<file path="config.mk">
export PLATFORM = sky130hd
export DESIGN_NAME = pwm_setup_monitor
export DESIGN_NICKNAME = d
export VERILOG_FILES = /design/src/rtl/test_package.sv /design/src/rtl/pwm_duty_ch.sv /design/src/rtl/pwm_setup_monitor.sv
export SDC_FILE = /design/constraint.sdc
export NUM_CORES = 1
export LEC_CHECK = 0
export ABC_AREA = 1
export BUFFER_PORTS_ARGS = -buffer_cell sky130_fd_sc_hd__buf_2
export CAP_MARGIN = 40
export CORE_MARGIN = 1.5
export CORE_UTILIZATION = 58
export CTS_BUF_LIST = sky130_fd_sc_hd__clkbuf_16
export CTS_CLUSTER_DIAMETER = 150
export DETAILED_ROUTE_END_ITERATION = 7
export PLACE_DENSITY = 0.82
export SKIP_LAST_GASP = 1
export SLEW_MARGIN = 20
export SYNTH_ARGS = -nofsm -noshare
export SYNTH_HDL_FRONTEND = slang
export SYNTH_HIERARCHICAL = 1
export SYNTH_SLANG_ARGS = --single-unit
</file>
<file path="constraint.sdc">
create_clock -name clk -period 3.34 [get_ports clk]
set_input_delay 0.668 -clock clk [delete_from_list [all_inputs] [get_ports clk]]
set_output_delay 0.668 -clock clk [all_outputs]
set_load 0.01 [all_outputs]
</file>
<file path="src/rtl/test_package.sv">
// -----------------------------------------------------------------------------
// test_package
// Shared types and default constants for the PWM / sensor-setup monitor.
//   mon_state_t   : monitor FSM state encoding (IDLE, SETUP, MEAS, FAIL)
//   PWM_PERIOD    : default PWM period in clk cycles
//   NEMO_SETUP_TO : default sensor-setup timeout in clk cycles
// -----------------------------------------------------------------------------
package test_package;

    typedef enum logic [1:0] {
        IDLE  = 2'd0,
        SETUP = 2'd1,
        MEAS  = 2'd2,
        FAIL  = 2'd3
    } mon_state_t;

    localparam int PWM_PERIOD    = 2048;
    localparam int NEMO_SETUP_TO = 500000;

endpackage

</file>
<file path="src/rtl/pwm_duty_ch.sv">
// -----------------------------------------------------------------------------
// pwm_duty_ch
// Per-channel high-time counter and sticky overlap detector for one
// complementary PWM pair.
//   clk, rst_n    : clock, async active-low reset
//   pwm1, pwm2    : high-side / low-side drive of this pair
//   meas_en       : monitor is measuring this cycle (MEAS and enabled)
//   wrap          : last cycle of the PWM period
//   chk_en        : overlap checking active (any state but IDLE)
//   clr           : clear the sticky overlap flag
//   duty          : last completed period's pwm1 high count
//   overlap_err   : sticky, pwm1 and pwm2 were seen high together
// -----------------------------------------------------------------------------
module pwm_duty_ch #(
    parameter int DUTY_W = 12
) (
    input  logic              clk,
    input  logic              rst_n,
    input  logic              pwm1,
    input  logic              pwm2,
    input  logic              meas_en,
    input  logic              wrap,
    input  logic              chk_en,
    input  logic              clr,
    output logic [DUTY_W-1:0] duty,
    output logic              overlap_err
);

    logic [DUTY_W-1:0] hi_cnt_q, hi_cnt_d;
    logic [DUTY_W-1:0] duty_q, duty_d;
    logic              ovl_q, ovl_d;

    always_comb begin
        hi_cnt_d = '0;
        duty_d   = duty_q;
        if (meas_en) begin
            if (wrap) begin
                // Include this cycle's sample so a 100% period reads PERIOD.
                duty_d = hi_cnt_q + DUTY_W'(pwm1);
            end else begin
                hi_cnt_d = hi_cnt_q + DUTY_W'(pwm1);
            end
        end

        // Clear first so a coincident overlap keeps the flag set.
        ovl_d = ovl_q;
        if (clr)
            ovl_d = 1'b0;
        if (chk_en && pwm1 && pwm2)
            ovl_d = 1'b1;
    end

    always_ff @(posedge clk or negedge rst_n) begin
        if (!rst_n) begin
            hi_cnt_q <= '0;
            duty_q   <= '0;
            ovl_q    <= 1'b0;
        end else begin
            hi_cnt_q <= hi_cnt_d;
            duty_q   <= duty_d;
            ovl_q    <= ovl_d;
        end
    end

    assign duty        = duty_q;
    assign overlap_err = ovl_q;

endmodule

</file>
<file path="src/rtl/pwm_setup_monitor.sv">
// -----------------------------------------------------------------------------
// pwm_setup_monitor
// Bring-up monitor: waits for the sensor setup-done flag with a timeout, then
// measures per-period pwm1 high time on NUM_CH complementary pairs and flags
// any cycle where a pair is driven high on both sides.
//   clk, rst_n     : clock, async active-low reset
//   en             : level, runs the monitor; low returns it to IDLE
//   clr_err        : pulse, clears setup_ok / setup_timeout / overlap_err
//   setup_done     : level, sensor setup complete
//   pwm1, pwm2     : high-side / low-side PWM per pair
//   state          : current FSM state (mon_state_t)
//   setup_ok       : sticky, setup seen before timeout
//   setup_timeout  : sticky, SETUP_TO cycles elapsed without setup_done
//   overlap_err    : sticky per pair, both sides seen high
//   duty           : last period's high count, channel i at [i*DUTY_W +: DUTY_W]
//   duty_vld       : one-cycle strobe when duty updates
// -----------------------------------------------------------------------------
module pwm_setup_monitor
    import test_package::*;
#(
    parameter int NUM_CH   = 2,
    parameter int PERIOD   = PWM_PERIOD,
    parameter int SETUP_TO = NEMO_SETUP_TO,
    localparam int DUTY_W  = $clog2(PERIOD + 1),
    localparam int TO_W    = $clog2(SETUP_TO + 1),
    localparam int PER_W   = $clog2(PERIOD)
) (
    input  logic                     clk,
    input  logic                     rst_n,
    input  logic                     en,
    input  logic                     clr_err,
    input  logic                     setup_done,
    input  logic [NUM_CH-1:0]        pwm1,
    input  logic [NUM_CH-1:0]        pwm2,
    output logic [1:0]               state,
    output logic                     setup_ok,
    output logic                     setup_timeout,
    output logic [NUM_CH-1:0]        overlap_err,
    output logic [NUM_CH*DUTY_W-1:0] duty,
    output logic                     duty_vld
);

    mon_state_t       state_q, state_d;
    logic [TO_W-1:0]  to_cnt_q, to_cnt_d;
    logic [PER_W-1:0] per_cnt_q, per_cnt_d;
    logic             setup_ok_q, setup_ok_d;
    logic             setup_to_q, setup_to_d;
    logic             duty_vld_q;

    logic meas_en;
    logic wrap;
    logic chk_en;

    assign meas_en = en && (state_q == MEAS);
    assign wrap    = meas_en && (per_cnt_q == PER_W'(PERIOD - 1));
    assign chk_en  = (state_q != IDLE);

    always_comb begin
        state_d    = state_q;
        to_cnt_d   = '0;
        per_cnt_d  = '0;
        setup_ok_d = setup_ok_q;
        setup_to_d = setup_to_q;

        if (clr_err) begin
            setup_ok_d = 1'b0;
            setup_to_d = 1'b0;
        end

        // Counters default to zero, so dropping en discards any partial
        // setup wait or PWM period.
        if (!en) begin
            state_d = IDLE;
        end else begin
            unique case (state_q)
                IDLE: state_d = SETUP;
                SETUP: begin
                    to_cnt_d = to_cnt_q + TO_W'(1);
                    // setup_done takes priority over a coincident timeout.
                    if (setup_done) begin
                        setup_ok_d = 1'b1;
                        state_d    = MEAS;
                    end else if (to_cnt_q == TO_W'(SETUP_TO - 1)) begin
                        setup_to_d = 1'b1;
                        state_d    = FAIL;
                    end
                end
                MEAS: per_cnt_d = wrap ? '0 : per_cnt_q + PER_W'(1);
                FAIL: state_d = FAIL;
                default: state_d = IDLE;
            endcase
        end
    end

    always_ff @(posedge clk or negedge rst_n) begin
        if (!rst_n) begin
            state_q    <= IDLE;
            to_cnt_q   <= '0;
            per_cnt_q  <= '0;
            setup_ok_q <= 1'b0;
            setup_to_q <= 1'b0;
            duty_vld_q <= 1'b0;
        end else begin
            state_q    <= state_d;
            to_cnt_q   <= to_cnt_d;
            per_cnt_q  <= per_cnt_d;
            setup_ok_q <= setup_ok_d;
            setup_to_q <= setup_to_d;
            duty_vld_q <= wrap;
        end
    end

    for (genvar i = 0; i < NUM_CH; i++) begin : g_ch
        pwm_duty_ch #(
            .DUTY_W (DUTY_W)
        ) u_ch (
            .clk         (clk),
            .rst_n       (rst_n),
            .pwm1        (pwm1[i]),
            .pwm2        (pwm2[i]),
            .meas_en     (meas_en),
            .wrap        (wrap),
            .chk_en      (chk_en),
            .clr         (clr_err),
            .duty        (duty[i*DUTY_W +: DUTY_W]),
            .overlap_err (overlap_err[i])
        );
    end

    assign state         = state_q;
    assign setup_ok      = setup_ok_q;
    assign setup_timeout = setup_to_q;
    assign duty_vld      = duty_vld_q;

endmodule

</file>
* Word level (Yosys, flattened, before mapping)
Index checks and enable logic that the tools add are counted.
** Cells by class
- Add/subtract/negate cells :: 4
- Eq/ne operators :: 7
- Mux-type cells :: 25
- Reductions and logical operators :: 12
** Operator list (number)
- $mux W12 :: 4
- $mux W19 :: 2
- $mux W11 :: 3
- $add A12 B1 Y12 :: 2
- $add A19 B1 Y19 const B :: 1
- $eq A19 B19 Y1 const B :: 1
- $mux W1 :: 12
- $add A11 B1 Y11 const B :: 1
- $eq A11 B11 Y1 const B :: 1
- $logic_and A1 B1 Y1 :: 6
- $mux W2 :: 3
- $pmux W2 S3 :: 1
- $reduce_bool A2 Y1 :: 3
- $eq A2 B2 Y1 const B :: 2
- $ne A4 B1 Y1 const B :: 1
- $ne A4 B4 Y1 const B :: 1
- $reduce_and A2 Y1 :: 2
- $eq A2 B1 Y1 const B :: 1
- $logic_not A2 Y1 :: 1
** Storage, ports and cells
- Register bits :: 85
- Logic and storage cells :: 60

* Logic depth before layout (Yosys ltp)
Gate-level depths: netlist of run 1.
- Word-level depth :: 6
- Depth in mapped cells :: 9
- Mapped depth without buffers :: 9

* Cells and area by module
Netlist of run 1, hierarchy kept.
** Modules (own cells, without submodules)
- pwm_duty_ch :: times used 2, cells an instance 127, area each 1123.6 µm², sequential area each 625.6 µm²
- pwm_setup_monitor :: times used 1, cells an instance 233, area each 1858.0 µm², sequential area each 875.8 µm²

* Least setup slack after synthesis of run 1
Ideal clock, no wire load.
- Kind :: register to register
- Start :: reg per_cnt_q[0]
- End :: reg g_ch[0].u_ch.duty_q[4]
- Arrival :: 1884 ps
- Path slack :: 1326 ps
- Cell stages (with the launch flop) :: 10
- Path buffers :: 1
- Clock period less this slack :: 2014 ps
- Cells stage by stage :: dfrtp_1 ha_1 nand4_1 nor2_2 nand3_2 nor3_1 nand2_1 buf_2 nand2_1 o21ai_1
** On the way
- Longest elaborated chain between the ends :: 3
** RTL lines
- start, declared :: line pwm_setup_monitor.sv:45 : logic [PER_W-1:0] per_cnt_q, per_cnt_d;
- start signal, assigned :: line pwm_setup_monitor.sv:106 : per_cnt_q <= per_cnt_d;
- $eq A11 B11 Y1 :: line pwm_setup_monitor.sv:55 : assign wrap = meas_en && (per_cnt_q == PER_W'(PERIOD - 1));
- $logic_and A1 B1 Y1 :: line pwm_setup_monitor.sv:55
- net wrap :: line pwm_setup_monitor.sv:51 : logic wrap;
- $reduce_and A2 Y1 (no line)
- end signal, assigned :: line pwm_duty_ch.sv:60 : duty_q <= duty_d;
- end, declared :: line pwm_duty_ch.sv:30 : logic [DUTY_W-1:0] duty_q, duty_d;
The timed path passes the listed nets, and every way through them passes these cells.
A chain may end at the register's enable or synchronous reset.

* Final worst setup path of run 1
- Start :: reg per_cnt_q[1]
- End :: reg g_ch[0].u_ch.duty_q[10]
Same word-level chain as after synthesis.

==> results.toml, run 1 <==
[status]
status = "completed"

[setup_path]
cp_max_fo = 19
required_ns = 3.61
crit_path_max_incr_delay_ns = 0.52
crit_path_top_delay_cell = "nand2_1"
critPathKind = "reg2reg"
crit_chain = "ha_1 > nand4_1 > nor2_2 > nand3_2 > nor3_1 > nand2_1 > inv_2 > nand3_1 > nand2_1"
regToRegEndpoint = "g_ch[0].u_ch/duty[10]$_DFFE_PN0P_"
worstPathArrival_ns = 2.81
crit_path_frequent_cell = "nand2_1"
startpoint_type = "flop"
endpoint_kind = "flop"
regToRegSetupSlack_ns = 0.81
critPathBufInv = 1
reg2reg_from = "per_cnt_q[1]$_DFF_PN0_"
cp_top_family = "simple AND/OR/NAND/NOR gates"
worst_r2r_path_depth = 9

[clock_tree]
cts_sinks = 85
clk_pin_slew_ns = 0.07
cts_setup_buffers = 0
root_buffer = "clkbuf_16"
htree_num_levels = 3
clk_path_buf_depth = 2
clk_latency_ns = 0.33
cts_resized = 0
cts_hold_buf = 0
cts_tree = "done"
cts_buffers = 9

[detailed_routing]
met3WireLength_um = 258
wl_met1_um = 3930
topRoutingLayerUsed = "met4"
num_vias = 3272
wl_per_cell_um = 13.7
routed_wl_um = 8670
drc_errors = 0
dr.pass1.iters = 4
vias_per_cell = 5.16
met2_wirelength_um = 4270
postRouteAntennaNets = 0
initialDrtViolationCount = 153

[synthesis]
syn_area_per_cell_um2 = 8.43
ys_ff_latch = 85
yosysSeqAreaShare = 0.518
synthCells = 487
ys_types = 32
syn_nets = 502
synth_area_um2 = 4110
yosys_warnings = 6

[floorplanning]
core_area_um2 = 6830
die-area_um2 = 7590
die_w_um = 87.1
ios = 40
die_h_um = 87.1
start_util = 0.601
core.rowCount = 30

[global_routing]
track_usage = 0.246
grt_pass1_vias = 3173
grt_pass1_wl_um = 14300
antenna_found_initial = 0
grt_overflow = 0
grt_max_degree = 46

[final_layout]
fin_nets = 548
final.fill_count = 533
syn2layout_area_growth_pct = 16.0
seq_area_um2 = 2130
multi_input_area_um2 = 1750
diodes = 0
final_core_util = 0.697
drive_above_1_share = 0.180

[sta]
drv_slew = 0
fmax_mhz = 395
fin_tns_setup_ns = 0
setup_viol = 0
period_share = 0.759
worstMarginPinSlew_ns = 0.617
slew_headroom = 0.588
finalHoldViolCount = 0
min_period_ns = 2.53
rsz0062_at_grt = "false"
clock_skew_ns = 0.00547

[min_path]
hold_path.class = "in2async"

[flow_run]
max_cap_violations = 0

[place]
gp_congestion = 0.828
io_buffers = 39
dp.final_hpwl_um = 5980

[power_and_ir_drop]
vdd_drop_max_mv = 0.266
leakagePower_nw = 2.30
powerDensity_nw_per_um2 = 483
-- flip-flops by register name (all words and copies together), names as in the netlist --
name and count:
per_cnt_q 11, g_ch.u_ch/hi_cnt_q 24, duty_vld 1, setup_ok 1
g_ch.u_ch/duty 24, g_ch.u_ch/overlap_err 2, setup_timeout 1, to_cnt_q 19
state 2
-- synth_stat cells --
| library cell | number | area (µm²) |
|---|---|---|
| nand2_1 | 143 | 537 |
| buf_6 | 1 | 11.3 |
| nor2_1 | 59 | 221 |
| inv_1 | 49 | 184 |
| nor3_2 | 1 | 10.0 |
| o21ai_1 | 14 | 70.1 |
| nand3_2 | 6 | 60.1 |
| ha_1 | 6 | 75.1 |
| xnor2_1 | 4 | 35.0 |
| nor2_4 | 8 | 90.1 |
| a21oi_1 | 13 | 65.1 |
| inv_2 | 4 | 15.0 |
| a21oi_2 | 1 | 8.76 |
| nor2_2 | 13 | 81.3 |
| xor2_2 | 2 | 32.5 |
| nand2_2 | 4 | 25.0 |
| or2_1 | 1 | 6.26 |
| dfrtp_1 | 85 | 2130 |
| buf_2 | 2 | 10.0 |
| clkbuf_1 | 2 | 7.51 |
| nand3b_1 | 4 | 30.0 |
| and2b_1 | 4 | 30.0 |
| o21ai_0 | 7 | 35.0 |
| nand2_4 | 2 | 22.5 |
| a31oi_1 | 1 | 6.26 |
| xor2_1 | 9 | 78.8 |
| o21bai_1 | 1 | 7.51 |
| a22o_1 | 1 | 8.76 |
| nand3_1 | 24 | 120 |
| nor3_1 | 6 | 30.0 |
| o21a_1 | 1 | 7.51 |
| nand4_1 | 9 | 56.3 |
-- cells in the final DEF, fill, tap and decap left out, types with 2 or more instances in the layout --
master / instances
nand2_1: 143
dfrtp_1: 85
nor2_1: 59
inv_1: 49
buf_2: 38
nand3_1: 24
o21ai_1: 14
nor2_2: 13
a21oi_1: 13
nand4_1: 9
xor2_1: 9
clkbuf_16: 9
nor2_4: 8
o21ai_0: 7
nand3_2: 6
nor3_1: 6
ha_1: 6
nand2_2: 4
xnor2_1: 4
inv_2: 4
nand3b_1: 4
and2b_1: 4
bufinv_16: 3
nand2_4: 2
xor2_2: 2
-- kinds of logic (layout without fill, tap and decap cells) --
kind of cell / count (synthesis) / in the layout / share of synthesized area
adders and majority gates: 6 / 6 / 0.0183
buffers and inverters: 58 / 109 / 0.0555
and+or+nand+nor: 284 / 284 / 0.322
xor gates and xnor gates: 15 / 15 / 0.0357
DFF: 85 / 85 / 0.518
AOI/OAI and AO/OA: 39 / 39 / 0.0509
-- per-layer routing --
| metal | global-route usage | vias to the layer above |
|---|---|---|
| met2 | 0.404 | 68 |
| met1 | 0.320 | 1566 |
| li1 | - | 1623 |
| met3 | 0.0332 | 15 |
| met5 | 0 | - |
| met4 | 0.126 | 0 |
-- worst max path at each step --
stage / depth (start not counted) / from / endpoint / slack [ns]
floorplan: 9 / per_cnt_q[0]$_DFF_PN0_ / g_ch[0].u_ch/duty[4]$_DFFE_PN0P_ / 1.33
global placement: 9 / per_cnt_q[0]$_DFF_PN0_ / g_ch[0].u_ch/duty[11]$_DFFE_PN0P_ / 1.02
detailed placement: 9 / per_cnt_q[0]$_DFF_PN0_ / g_ch[0].u_ch/duty[10]$_DFFE_PN0P_ / 0.81
CTS: 9 / per_cnt_q[1]$_DFF_PN0_ / g_ch[0].u_ch/duty[10]$_DFFE_PN0P_ / 0.77
global route: 9 / per_cnt_q[1]$_DFF_PN0_ / g_ch[0].u_ch/duty[10]$_DFFE_PN0P_ / 0.48
finish: 9 / per_cnt_q[1]$_DFF_PN0_ / g_ch[0].u_ch/duty[10]$_DFFE_PN0P_ / 0.81
-- worst reg2reg max path, stage by stage (launching register included) --
cell and delay, ns:
dfrtp_1 0.36, ha_1 0.22, nand4_1 0.17, nor2_2 0.21, nand3_2 0.16, nor3_1 0.41, nand2_1 0.52, inv_2 0.26
nand3_1 0.11, nand2_1 0.06
-- stage by stage --
step	worst slack [ns]	total power, mW	std cells	instance area [µm²]	hold slack, ns
2_1_floorplan	1.33	1.12	487	4110	0.372
3_3_place_gp	1.02	1.16	617	4390	0.462
3_5_place_dp	0.815	1.17	618	4410	0.463
4_1_cts	0.772	2.32	634	4760	0.328
5_1_grt	0.478	2.37	634	4760	0.362
6_report	0.805	2.30	634	4760	0.319
-- where the power goes --
part           total, mW  switching, mW  internal, mW  leakage, nW
clock network       1.16          0.421         0.736        0.168
logic             0.0952         0.0696        0.0256        0.947
registers           1.05        0.00859          1.04         1.18
total               2.30          0.499          1.80         2.30
-- final cells by class --
class,count,area share
sequential,85,0.447
clock inverter,7,0.0257
clock buffer,9,0.0473
timing repair buffer,40,0.0457
inverter,53,0.0418
tap,96,0.0252
multi-input combinational,344,0.368
Power figures use the tool's default switching activity.
==> run 2, diff against run 1 <==
Clock period 3.34 ns to 2.45 ns, I/O delays scaled along.
==> results.toml, run 2 (same netlist as run 1, synthesis figures left out) <==
[setup_path]
regToRegEndpoint = "g_ch[0].u_ch/hi_cnt_q[5]$_DFF_PN0_"
startpoint_type = "flop"
regToRegSetupSlack_ns = 0.25
critPathKind = "reg2reg"
worst_r2r_path_depth = 8
worstPathArrival_ns = 2.42
reg2reg_from = "per_cnt_q[1]$_DFF_PN0_"
required_ns = 2.67
cp_max_fo = 12
endpoint_kind = "flop"

[detailed_routing]
routed_wl_um = 8190
num_vias = 3257
postRouteAntennaNets = 0
topRoutingLayerUsed = "met4"
vias_per_cell = 5.13
wl_per_cell_um = 12.9
dr.pass1.iters = 4
wl_met1_um = 3600
met3WireLength_um = 350
drc_errors = 0
initialDrtViolationCount = 130
met2_wirelength_um = 4160

[final_layout]
final.fill_count = 521
diodes = 0
final_cell_mix = "141 x nand2_1, 85 x dfrtp_1, 59 x nor2_1, 49 x inv_1, 38 x buf_2"
syn2layout_area_growth_pct = 15.8
final_core_util = 0.696
seq_area_um2 = 2130
mostFrequentLayoutCell = "nand2_1"
fin_nets = 549
fin_area_um2 = 4750
multi_input_area_um2 = 1760
drive_above_1_share = 0.187

[global_routing]
grt_overflow = 0
grt_pass1_wl_um = 13900
grt_max_degree = 45
grt_pass1_vias = 3159
track_usage = 0.236
antenna_found_initial = 0

[clock_tree]
cts_hold_buf = 0
clk_pin_slew_ns = 0.06
htree_num_levels = 3
root_buffer = "clkbuf_16"
cts_sinks = 85
clk_latency_ns = 0.34
clk_path_buf_depth = 2
cts_buffers = 9
cts_tree = "done"
cts_setup_buffers = 0

[min_path]
hold_path.class = "in2async"

[sta]
finalHoldViolCount = 0
worstMarginPinSlew_ns = 0.562
setup_viol = 0
drv_slew = 0
rsz0062_at_grt = "false"
setup_ws_ns = 0.248
clock_skew_ns = 0.00727
period_share = 0.899
slew_headroom = 0.625
min_period_ns = 2.20
fmax_mhz = 454

[floorplanning]
ios = 40
die_h_um = 87.1
die_w_um = 87.1
die-area_um2 = 7590
core_area_um2 = 6830
start_util = 0.601
core.rowCount = 30

[place]
io_buffers = 39
pre_cts_slack_ns = -0.0458
dp.final_hpwl_um = 5730
placed_cell_area_um2 = 4420
gp_congestion = 0.855

[power_and_ir_drop]
powerDensity_nw_per_um2 = 633
leakagePower_nw = 2.29
power_mw = 3.01
vdd_drop_max_mv = 0.449

[status]
status = "completed"

[flow_run]
max_cap_violations = 0
==> run 2: changes by cell type in the layout (fill, tap and decap cells not counted), sizes merged <==
cell and delta:
bufinv -1, buf +1, clkinvlp +1
==> run 2: final cells by class <==
class	instances	area share
Sequential cell	85	0.447
Multi-Input combinational cell	344	0.370
Clock buffer	9	0.0474
Timing Repair Buffer	41	0.0474
Inverter	53	0.0418
Tap cell	96	0.0253
Clock inverter	7	0.0205
==> run 2: stage by stage <==
stage | std cells | setup TNS, ns | hold WS (ns)
after detailed placement | 619 | -0.185 | 0.461
after global placement | 619 | 0 | 0.461
after global routing | 635 | 0 | 0.191
after floorplan | 487 | 0 | 0.194
final | 635 | 0 | 0.136
after CTS | 635 | -0.205 | 0.161
==> run 2: how the worst max path moves through the flow <==
| stage | from | to | slack [ns] | cells past startpoint |
|---|---|---|---|---|
| floorplan | per_cnt_q[0]$_DFF_PN0_ | g_ch[0].u_ch/duty[4]$_DFFE_PN0P_ | 0.44 | 9 |
| global placement | per_cnt_q[0]$_DFF_PN0_ | g_ch[1].u_ch/duty[11]$_DFFE_PN0P_ | 0.08 | 9 |
| detailed placement | per_cnt_q[1]$_DFF_PN0_ | g_ch[0].u_ch/duty[10]$_DFFE_PN0P_ | -0.05 | 9 |
| CTS | per_cnt_q[1]$_DFF_PN0_ | g_ch[0].u_ch/duty[10]$_DFFE_PN0P_ | -0.04 | 9 |
| global route | per_cnt_q[1]$_DFF_PN0_ | g_ch[1].u_ch/hi_cnt_q[6]$_DFF_PN0_ | 0.04 | 8 |
| finish | per_cnt_q[1]$_DFF_PN0_ | g_ch[0].u_ch/hi_cnt_q[5]$_DFF_PN0_ | 0.25 | 8 |
==> run 2: timing repair <==
action                                 4_1_cts  5_1_grt
endpoints found under the hold margin        0        0
resized for setup                            0        3
setup endpoints to repair                    9       28
==> run 2: routing by layer <==
metal	global-route usage	vias up
li1	-	1627
met1	0.294	1553
met2	0.407	67
met3	0.0607	10
met4	0.0649	0
met5	0	-
==> run 2: worst max-delay path: stages (launching register included) <==
cell and delay (ns):
dfrtp_1 0.35, ha_1 0.21, nand4_1 0.18, nor2_2 0.19
nand3_2 0.16, nor3_2 0.32, inv_1 0.07, nand2_1 0.34
and2b_1 0.25
==> run 2: report_power, final <==
part / total [mW] / switching, mW / internal [mW] / leakage, nW
Clock: 1.45 / 0.551 / 0.895 / 0.152
Combinational: 0.129 / 0.0938 / 0.0357 / 0.954
Sequential: 1.43 / 0.0132 / 1.42 / 1.18
Total: 3.01 / 0.658 / 2.35 / 2.29
